[src/rtl/display_pkg.sv]
// ============================================================================
// Module  : display_pkg
// Brief   : Shared 7-segment encoding for the display driver and receiver.
// Revision: 1.0 - initial release
// ============================================================================
`default_nettype none

package display_pkg;

  localparam int SEG_A_BIT  = 0;
  localparam int SEG_B_BIT  = 1;
  localparam int SEG_C_BIT  = 2;
  localparam int SEG_D_BIT  = 3;
  localparam int SEG_E_BIT  = 4;
  localparam int SEG_F_BIT  = 5;
  localparam int SEG_G_BIT  = 6;
  localparam int SEG_DP_BIT = 7;

  localparam logic [7:0] SEG_A = 8'(1 << SEG_A_BIT);
  localparam logic [7:0] SEG_B = 8'(1 << SEG_B_BIT);
  localparam logic [7:0] SEG_C = 8'(1 << SEG_C_BIT);
  localparam logic [7:0] SEG_D = 8'(1 << SEG_D_BIT);
  localparam logic [7:0] SEG_E = 8'(1 << SEG_E_BIT);
  localparam logic [7:0] SEG_F = 8'(1 << SEG_F_BIT);
  localparam logic [7:0] SEG_G = 8'(1 << SEG_G_BIT);

  localparam logic [7:0] SEG_HEX_0 = SEG_A | SEG_B | SEG_C | SEG_D | SEG_E | SEG_F;
  localparam logic [7:0] SEG_HEX_1 = SEG_B | SEG_C;
  localparam logic [7:0] SEG_HEX_2 = SEG_A | SEG_B | SEG_D | SEG_E | SEG_G;
  localparam logic [7:0] SEG_HEX_3 = SEG_A | SEG_B | SEG_C | SEG_D | SEG_G;
  localparam logic [7:0] SEG_HEX_4 = SEG_B | SEG_C | SEG_F | SEG_G;
  localparam logic [7:0] SEG_HEX_5 = SEG_A | SEG_C | SEG_D | SEG_F | SEG_G;
  localparam logic [7:0] SEG_HEX_6 = SEG_A | SEG_C | SEG_D | SEG_E | SEG_F | SEG_G;
  localparam logic [7:0] SEG_HEX_7 = SEG_A | SEG_B | SEG_C;
  localparam logic [7:0] SEG_HEX_8 = SEG_A | SEG_B | SEG_C | SEG_D | SEG_E | SEG_F | SEG_G;
  localparam logic [7:0] SEG_HEX_9 = SEG_A | SEG_B | SEG_C | SEG_D | SEG_F | SEG_G;
  localparam logic [7:0] SEG_HEX_A = SEG_A | SEG_B | SEG_C | SEG_E | SEG_F | SEG_G;
  localparam logic [7:0] SEG_HEX_B = SEG_C | SEG_D | SEG_E | SEG_F | SEG_G;
  localparam logic [7:0] SEG_HEX_C = SEG_A | SEG_D | SEG_E | SEG_F;
  localparam logic [7:0] SEG_HEX_D = SEG_B | SEG_C | SEG_D | SEG_E | SEG_G;
  localparam logic [7:0] SEG_HEX_E = SEG_A | SEG_D | SEG_E | SEG_F | SEG_G;
  localparam logic [7:0] SEG_HEX_F = SEG_A | SEG_E | SEG_F | SEG_G;

  localparam logic [7:0] SEG_BLANK = 8'h00;
  localparam logic [7:0] SEG_MINUS = SEG_G;

  typedef struct packed {
    logic [3:0] digit;
    logic       blank;
    logic       minus;
    logic       err;
  } seg_decode_t;

  function automatic logic [7:0] seg_encode(input logic [3:0] value);
    logic [7:0] seg;
    case (value)
      4'h0:    seg = SEG_HEX_0;
      4'h1:    seg = SEG_HEX_1;
      4'h2:    seg = SEG_HEX_2;
      4'h3:    seg = SEG_HEX_3;
      4'h4:    seg = SEG_HEX_4;
      4'h5:    seg = SEG_HEX_5;
      4'h6:    seg = SEG_HEX_6;
      4'h7:    seg = SEG_HEX_7;
      4'h8:    seg = SEG_HEX_8;
      4'h9:    seg = SEG_HEX_9;
      4'hA:    seg = SEG_HEX_A;
      4'hB:    seg = SEG_HEX_B;
      4'hC:    seg = SEG_HEX_C;
      4'hD:    seg = SEG_HEX_D;
      4'hE:    seg = SEG_HEX_E;
      default: seg = SEG_HEX_F;
    endcase
    return seg;
  endfunction

endpackage

`default_nettype wire

[src/rtl/seg7_decoder.sv]
// ============================================================================
// Module  : seg7_decoder
// Brief   : Combinational segment byte to hex digit / blank / minus / error.
// Revision: 1.0 - initial release
// ============================================================================
`default_nettype none

module seg7_decoder
  import display_pkg::*;
(
  input  logic [7:0]  i_byte,
  output seg_decode_t o_dec
);

  logic [6:0] w_segs;
  logic       w_dp;

  assign w_segs = i_byte[SEG_G_BIT:SEG_A_BIT];
  assign w_dp   = i_byte[SEG_DP_BIT];

  // A lit dp never forms a known glyph, so it always falls through to err.
  always_comb begin
    o_dec = '0;
    if (i_byte == SEG_BLANK) begin
      o_dec.blank = 1'b1;
    end else if (i_byte == SEG_MINUS) begin
      o_dec.minus = 1'b1;
    end else begin
      o_dec.err = 1'b1;
      if (!w_dp) begin
        for (int v = 0; v < 16; v++) begin
          if ({1'b0, w_segs} == seg_encode(4'(v))) begin
            o_dec.digit = 4'(v);
            o_dec.err   = 1'b0;
          end
        end
      end
    end
  end

endmodule

`default_nettype wire

[src/rtl/display_sr_receiver.sv]
// ============================================================================
// Module  : display_sr_receiver
// Brief   : 74HC595-chain emulator: reassembles serial frames and decodes digits.
// Revision: 1.0 - initial release
// ============================================================================
`default_nettype none

module display_sr_receiver
  import display_pkg::*;
#(
  parameter int NUM_7_SEG_DISPLAYS = 5,
  parameter int SYNC_STAGES        = 2
) (
  input  logic                            clk,
  input  logic                            rst_n,
  input  logic                            i_sr_data,
  input  logic                            i_sr_clk,
  input  logic                            i_sr_latch,
  output logic [8*NUM_7_SEG_DISPLAYS-1:0] o_frame,
  output logic [4*NUM_7_SEG_DISPLAYS-1:0] o_digits,
  output logic [NUM_7_SEG_DISPLAYS-1:0]   o_blank,
  output logic [NUM_7_SEG_DISPLAYS-1:0]   o_minus,
  output logic [NUM_7_SEG_DISPLAYS-1:0]   o_decode_err,
  output logic                            o_frame_valid,
  input  logic                            i_frame_ready,
  output logic                            o_short_frame,
  output logic                            o_long_frame,
  output logic                            o_overrun
);

  localparam int N  = NUM_7_SEG_DISPLAYS;
  localparam int FW = 8 * N;
  localparam int CW = $clog2(FW + 2);

  localparam logic [CW-1:0] c_FW  = CW'(FW);
  localparam logic [CW-1:0] c_SAT = CW'(FW + 1);

  logic [SYNC_STAGES-1:0] r_sync_data;
  logic [SYNC_STAGES-1:0] r_sync_clk;
  logic [SYNC_STAGES-1:0] r_sync_latch;
  logic                   r_clk_d;
  logic                   r_latch_d;

  logic                   w_data;
  logic                   w_clk_rise;
  logic                   w_latch_rise;

  logic [FW-1:0]          r_shift;
  logic [CW-1:0]          r_count;

  seg_decode_t            w_dec [N];
  logic [4*N-1:0]         w_digits;
  logic [N-1:0]           w_blank;
  logic [N-1:0]           w_minus;
  logic [N-1:0]           w_err;

  logic [FW-1:0]          r_frame;
  logic [4*N-1:0]         r_digits;
  logic [N-1:0]           r_blank;
  logic [N-1:0]           r_minus;
  logic [N-1:0]           r_err;
  logic                   r_valid;
  logic                   r_short;
  logic                   r_long;
  logic                   r_overrun;
  logic                   w_accept;

  // Edge detection compares the last sync stage against one more registered copy.
  always_ff @(posedge clk or negedge rst_n) begin
    if (!rst_n) begin
      r_sync_data  <= '0;
      r_sync_clk   <= '0;
      r_sync_latch <= '0;
      r_clk_d      <= 1'b0;
      r_latch_d    <= 1'b0;
    end else begin
      r_sync_data  <= {r_sync_data[SYNC_STAGES-2:0], i_sr_data};
      r_sync_clk   <= {r_sync_clk[SYNC_STAGES-2:0], i_sr_clk};
      r_sync_latch <= {r_sync_latch[SYNC_STAGES-2:0], i_sr_latch};
      r_clk_d      <= r_sync_clk[SYNC_STAGES-1];
      r_latch_d    <= r_sync_latch[SYNC_STAGES-1];
    end
  end

  assign w_data       = r_sync_data[SYNC_STAGES-1];
  assign w_clk_rise   = r_sync_clk[SYNC_STAGES-1] & ~r_clk_d;
  assign w_latch_rise = r_sync_latch[SYNC_STAGES-1] & ~r_latch_d;

  always_ff @(posedge clk or negedge rst_n) begin
    if (!rst_n) begin
      r_shift <= '0;
    end else if (w_clk_rise) begin
      r_shift <= {r_shift[FW-2:0], w_data};
    end
  end

  // A shift coinciding with the latch belongs to the next frame.
  always_ff @(posedge clk or negedge rst_n) begin
    if (!rst_n) begin
      r_count <= '0;
    end else if (w_latch_rise) begin
      r_count <= w_clk_rise ? CW'(1) : '0;
    end else if (w_clk_rise && (r_count != c_SAT)) begin
      r_count <= r_count + CW'(1);
    end
  end

  generate
    for (genvar gi = 0; gi < N; gi++) begin : g_dec
      seg7_decoder u_dec (
        .i_byte (r_shift[8*gi +: 8]),
        .o_dec  (w_dec[gi])
      );
      assign w_digits[4*gi +: 4] = w_dec[gi].digit;
      assign w_blank[gi]         = w_dec[gi].blank;
      assign w_minus[gi]         = w_dec[gi].minus;
      assign w_err[gi]           = w_dec[gi].err;
    end
  endgenerate

  assign w_accept = r_valid & i_frame_ready;

  always_ff @(posedge clk or negedge rst_n) begin
    if (!rst_n) begin
      r_frame  <= '0;
      r_digits <= '0;
      r_blank  <= '0;
      r_minus  <= '0;
      r_err    <= '0;
      r_short  <= 1'b0;
      r_long   <= 1'b0;
    end else if (w_latch_rise) begin
      r_frame  <= r_shift;
      r_digits <= w_digits;
      r_blank  <= w_blank;
      r_minus  <= w_minus;
      r_err    <= w_err;
      r_short  <= (r_count < c_FW);
      r_long   <= (r_count > c_FW);
    end
  end

  always_ff @(posedge clk or negedge rst_n) begin
    if (!rst_n) begin
      r_valid   <= 1'b0;
      r_overrun <= 1'b0;
    end else begin
      r_valid   <= w_latch_rise | (r_valid & ~w_accept);
      r_overrun <= w_latch_rise & r_valid & ~w_accept;
    end
  end

  assign o_frame       = r_frame;
  assign o_digits      = r_digits;
  assign o_blank       = r_blank;
  assign o_minus       = r_minus;
  assign o_decode_err  = r_err;
  assign o_frame_valid = r_valid;
  assign o_short_frame = r_short;
  assign o_long_frame  = r_long;
  assign o_overrun     = r_overrun;

endmodule

`default_nettype wire
[config.mk]
export PLATFORM = sky130hd
export DESIGN_NAME = display_sr_receiver
export DESIGN_NICKNAME = d
export VERILOG_FILES = /design/src/rtl/display_pkg.sv /design/src/rtl/seg7_decoder.sv /design/src/rtl/display_sr_receiver.sv
export SDC_FILE = /design/constraint.sdc
export NUM_CORES = 1
export LEC_CHECK = 0
export CORE_MARGIN = 1.5
export CORE_UTILIZATION = 52
export CTS_BUF_LIST = sky130_fd_sc_hd__clkbuf_2 sky130_fd_sc_hd__clkbuf_4 sky130_fd_sc_hd__clkbuf_8
export CTS_CLUSTER_SIZE = 20
export DETAILED_ROUTE_END_ITERATION = 6
export GPL_TIMING_DRIVEN = 1
export PLACE_DENSITY = 0.8
export SLEW_MARGIN = 20
export SYNTH_ARGS = -nofsm -noshare
export SYNTH_HDL_FRONTEND = slang
export SYNTH_SLANG_ARGS = --single-unit
[constraint.sdc]
create_clock -name clk -period 1.7 [get_ports clk]
set_input_delay 0.34 -clock clk [delete_from_list [all_inputs] [get_ports clk]]
set_output_delay 0.34 -clock clk [all_outputs]
set_load 0.05 [all_outputs]
Yosys cells after proc, flatten, opt, wreduce, memory -nomap -nowiden
Cells that the tools add are included.
- add/sub/neg operators: 1
- magnitude comparators: 2
- equal/unequal tests: 86
- muxes and demuxes: 438
- bitwise operators: 10
- reduce and logical (&&, ||, !) cells: 7
- operators with widths (kind ; number):
    8-bit two-way mux ; 240
    7-bit by 8-bit equality test with 1-bit output ; 80
    4-bit two-way mux ; 55
    1-bit two-way mux ; 106
    3-bit two-way mux ; 20
    8-bit by 7-bit equality test with 1-bit output (second input constant) ; 5
    8-bit logical NOT ; 5
    2-bit two-way mux ; 15
    6-bit two-way mux ; 2
    6-bit by 1-bit adder with 6-bit output (second input constant) ; 1
    1-bit AND ; 6
    6-bit > comparator (second input constant) ; 1
    6-bit less-than comparator (second input constant) ; 1
    6-bit != test (second input constant) ; 1
    1-bit inverter ; 3
    2-bit nonzero test ; 1
    1-bit logical AND ; 1
    1-bit bitwise OR ; 1
- register bits after elaboration: 133
- input port bits: 6
- output and inout bits: 79
- word-level logic and storage cells: 560

Longest topological paths before layout
Gate-level depths: netlist (run 1).
- depth after elaboration: 23
- mapped depth: 7
- gate-level depth less buffers: 7

Modules after synthesis
From an unflattened synthesis (run 1), not the netlist that was laid out.
- cells, all modules: 868
- area total of the unflattened synthesis: 6962.9 um^2
- by module, submodules not included (module ; instances ; cells each ; area an instance (um^2) ; seq. area each (um^2)):
    display_sr_receiver ; 1 ; 553 ; 5061.1 ; 3328.2
    seg7_decoder ; 5 ; 63 ; 380.4 ; 0.0

Worst setup path before layout (run 1)
OpenSTA, ideal clock, no wires.
- path kind: reg-to-reg
- start point: reg r_shift[29]
- end point: reg r_digits[14] (netlist: o_digits[14])
- setup time: 0.121 ns
- arrival: 1.642 ns
- required time: 1.579 ns
- setup slack: -0.063 ns
- stages on the path, launching flop included: 6
- buffers on the path: 0
- period minus slack after synthesis: 1.763 ns
- cell sequence: dfrtp_1 -> or4_1 -> or4_4 -> nand2_1 -> nor2_1 -> a22o_1
- word-level cells in the longest chain between the ends: 16
- elaborated cells on any way between the ends: 29
- classes of those cells: eq/ne (13); mux (15); reduce/logical (1)
- ends and longest elaborated chain (item ; line ; source):
    start, declared ; display_sr_receiver.sv:48 ; logic [FW-1:0] r_shift;
    start signal, assigned ; display_sr_receiver.sv:93 ; r_shift <= {r_shift[FW-2:0], w_data};
    7-bit by 8-bit equality test with 1-bit output ; seg7_decoder.sv:32 ; if ({1'b0, w_segs} == seg_encode(4'(v))) begin
    3-bit two-way mux (4 in series) ; seg7_decoder.sv:32 ;
    4-bit two-way mux (8 in series) ; seg7_decoder.sv:32 ;
    4-bit two-way mux ; seg7_decoder.sv:30 ; if (!w_dp) begin
    4-bit two-way mux ; seg7_decoder.sv:26 ; end else if (i_byte == SEG_MINUS) begin
    4-bit two-way mux (*) ; seg7_decoder.sv:24 ; if (i_byte == SEG_BLANK) begin
    end signal, assigned ; display_sr_receiver.sv:134 ; r_digits <= w_digits;
    end, declared ; display_sr_receiver.sv:58 ; logic [4*N-1:0] r_digits;
Mark *: on every way between the ends. The rest lies on a longest branch, timed or not.
A chain may end at the register's enable or synchronous reset.

Worst setup path in the final report (run 1)
- start point: reg r_shift[29]
- end point: reg r_digits[13] (netlist: o_digits[13])
- word-level cells in the longest chain between the ends: 18
- elaborated cells on any way between the ends: 33
- classes of those cells: eq/ne (15); mux (17); reduce/logical (1)
- ends and longest elaborated chain (item ; line):
    7-bit by 8-bit equality test with 1-bit output ; seg7_decoder.sv:32
    2-bit two-way mux (2 in series) ; seg7_decoder.sv:32
    3-bit two-way mux (4 in series) ; seg7_decoder.sv:32
    4-bit two-way mux (8 in series) ; seg7_decoder.sv:32
    4-bit two-way mux ; seg7_decoder.sv:30
    4-bit two-way mux ; seg7_decoder.sv:26
    4-bit two-way mux (*) ; seg7_decoder.sv:24
Marks and branches as above.

==> metrics.txt, run 1 <==
first-pass GRT wire length between 20,000 and 30,000 µm; Final Non-Filler Cells 1,027; Worst Hold Slack 0.324 ns; CP endpoint kind flip-flop; Vias/cell 5.82; Clock Skew ~0.011 ns; initial DRC count around 450; height of the die 116 µm; initial antenna violation count 0; # clock sinks 133; Clock Path Buffers 2; Final Critical Period between 1.5 and 2 ns; GRT Overall Usage 0.255; fraction of layout cells with a size suffix above 1 0.338; Netlist Area Pre-Place about 6700 µm²; failing checks setup timing; post-DP HPWL 11,000 µm; Worst-path clk slew roughly 0.08 ns; Setup violations, final 6; CTS tree done; unrepaired setup endpoints after global routing true; Max Cap Viol 0; Inserted Clock Buffers 17; Syn. warnings 0; Leakage 0.00410 µW; worst path arrival time 2.16 ns; drt wl/cell roughly 16 µm; PortBufs 84; Antenna diodes 0; Worst setup SP type flip-flop; most frequent cell after synthesis nand2_1; Achievable Freq between 500 and 600 MHz; Slew Viols, Final 0; final worst-path cycle share 1.07; share of the synthesized area in the top cell type 0.499; worst endpoint required time 2.04 ns; Syn Nets 728; FF-to-FF setup slack -0.12 ns; Post-DP Area just under 8000 µm²; core region area 12,600 µm²; reg2reg path depth 5; DRC 0; nets between 800 and 900; slowest CP cell or4_4; average cell area after synthesis a little over 9 µm²; asr flop ratio synth 1.00; RR Startpoint r_shift[29]$_DFFE_PN0P_; final WL 16,900 µm; H-tree depth 4; routability cong. between 0.9 and 1; Yosys cell types 64; Max transition margin 0.670; Post-Synthesis Cells 719; Bufs and invs on worst path 0; worst setup path startpoint r_shift[29]$_DFFE_PN0P_; via count ~6,000; worst setup margin -0.120 ns; status finished, violations left; Synth-to-Final Area Change 29.3%; reg2reg end o_digits[13]$_DFFE_PN0P_; critical path class reg2reg; CP top delay family simple AND/OR/NAND/NOR gates; placed cells 973; IR drop worst, VDD 1.15 mV; CTS root buf clkbuf_8; worst min path class in2reg; vias in the first global route ~5,600; most used cell, CP or4_4; CP cell instances or4_4, or4_4, nand2_2, nor2_2, a22o_1; Critical Path Max Stage Delay 0.54 ns; Congestion Overflow GR 0; EDFF count, synth 0; P per Cell Area 1150 nW/µm²; power consumption 9880 µW; synth top area cells dfrtp_1, nand2_1, mux2_2; Slew @ Worst Pin approximately 0.5 ns; First-pass DRT Iterations 5; setup TNS -0.533 ns; commonest cells in the netlist nand2_1, dfrtp_1, clkbuf_1, o21ai_0, mux2_2; die width 116 µm; cell depth of the worst setup path 5; CP Capture Point o_digits[13]$_DFFE_PN0P_; sequential area share after synthesis 0.499; pin count of the biggest net entering global routing 67; post-route cell area about 8600 µm²; post-route ant nets 0; initial core utilization 0.531; num rows 41; Seq cells post-synth 133; final hold vios 0; Main synth FF type dfrtp_1; largest area contributor in the netlist dfrtp_1; Die Area roughly 14,000 µm²; clock latency on the worst-skew pair 0.46 ns; CP max FO 4; # IOs 85
## state kept, by name, indices dropped and copies added (netlist names), 5 cells and up
signal	cells
o_blank	5
o_decode_err	5
o_digits	20
o_frame	40
o_minus	5
r_count	6
r_shift	40
## worst min-delay path by stage
| stage | from | endpoint | cells after the start |
|---|---|---|---|
| after floorplan | rst_n | o_blank[0]$_DFFE_PN0P_ | 0 |
| after global placement | rst_n | o_minus[3]$_DFFE_PN0P_ | 1 |
| after detailed placement | rst_n | o_minus[3]$_DFFE_PN0P_ | 1 |
| after CTS | i_sr_clk | r_sync_clk[0]$_DFF_PN0_ | 1 |
| after global routing | i_sr_clk | r_sync_clk[0]$_DFF_PN0_ | 1 |
| final | i_sr_data | r_sync_data[0]$_DFF_PN0_ | 1 |
## per-stage QoR
step / utilization / worst slack (ns)
final: 0.686 / -0.120
after global routing: 0.686 / -0.162
after global placement: 0.623 / -0.0745
after floorplan: - / -0.0600
after detailed placement: 0.623 / -0.111
after CTS: 0.660 / -0.110
## cell families after synthesis
kind of cell,share of synthesized area
multiplexers,0.0589
buffers and inverters,0.0437
flip-flops,0.499
AO/OA/AOI/OAI,0.148
adder cells (fa/ha/maj),0.00713
AND/OR/NAND/NOR,0.228
XOR/XNOR,0.0144
## final cells by class
class / instances / area, µm²
inverters: 15 / 56.3
clock buffers: 20 / 263
well taps: 172 / 215
flip-flops and latches: 133 / 3340
fillers: 969 / 3950
repair buffers: 166 / 1340
clock inverters: 12 / 154
multi-input cells: 509 / 3260
## power breakdown
part           total (µW)  switching, µW  internal [µW]
logic                3300           2050           1250
registers            3810            282           3520
clock network        2780           1260           1520
total                9880           3590           6290
## layout by cell type (no fill, tap or decap), types with 11 or more instances in the layout
cell type / synthesis / final
dfrtp_1: 133 / 124
a21oi_1: 17 / 15
nor3_1: 14 / 11
clkbuf_8: 0 / 18
mux2_2: 34 / 34
nor2_1: 25 / 22
nand2b_1: 13 / 12
nand2_1: 171 / 169
buf_4: 0 / 148
inv_1: 15 / 15
nand3_1: 16 / 15
o21ai_0: 43 / 40
o211ai_1: 11 / 11
a22o_1: 12 / 12
## worst register-to-register path, stage by stage (launching register included)
cell and delay [ns]:
dfrtp_1 0.38, or4_4 0.54, or4_4 0.45, nand2_2 0.09
nor2_2 0.05, a22o_1 0.19
## what timing repair did
| action | CTS | global route |
|---|---|---|
| hold endpoints to repair | 30 | 0 |
| endpoints found under the setup margin | 15 | 25 |
| resized for setup | 9 | 49 |
| buffers inserted | 1 | 20 |
| pin swaps | 3 | 11 |
| hold buffers | 1 | 0 |
## layer usage
| layer | wire length [µm] | track usage | vias up |
|---|---|---|---|
| met3 | 869 | 0.0498 | 42 |
| met2 | 8280 | 0.402 | 223 |
| met1 | 7290 | 0.342 | 2922 |
| met5 | 0 | 0 | - |
| li1 | - | - | 2789 |
| met4 | 461 | 0.119 | 0 |
No activity file was read; power rests on OpenSTA's default activity.
==> run 2, diff against run 1 <==
CAP_MARGIN = 40   (was unset)
==> results of run 2 <==
The final DEF is identical to that of run 1; final timing and power are the same.
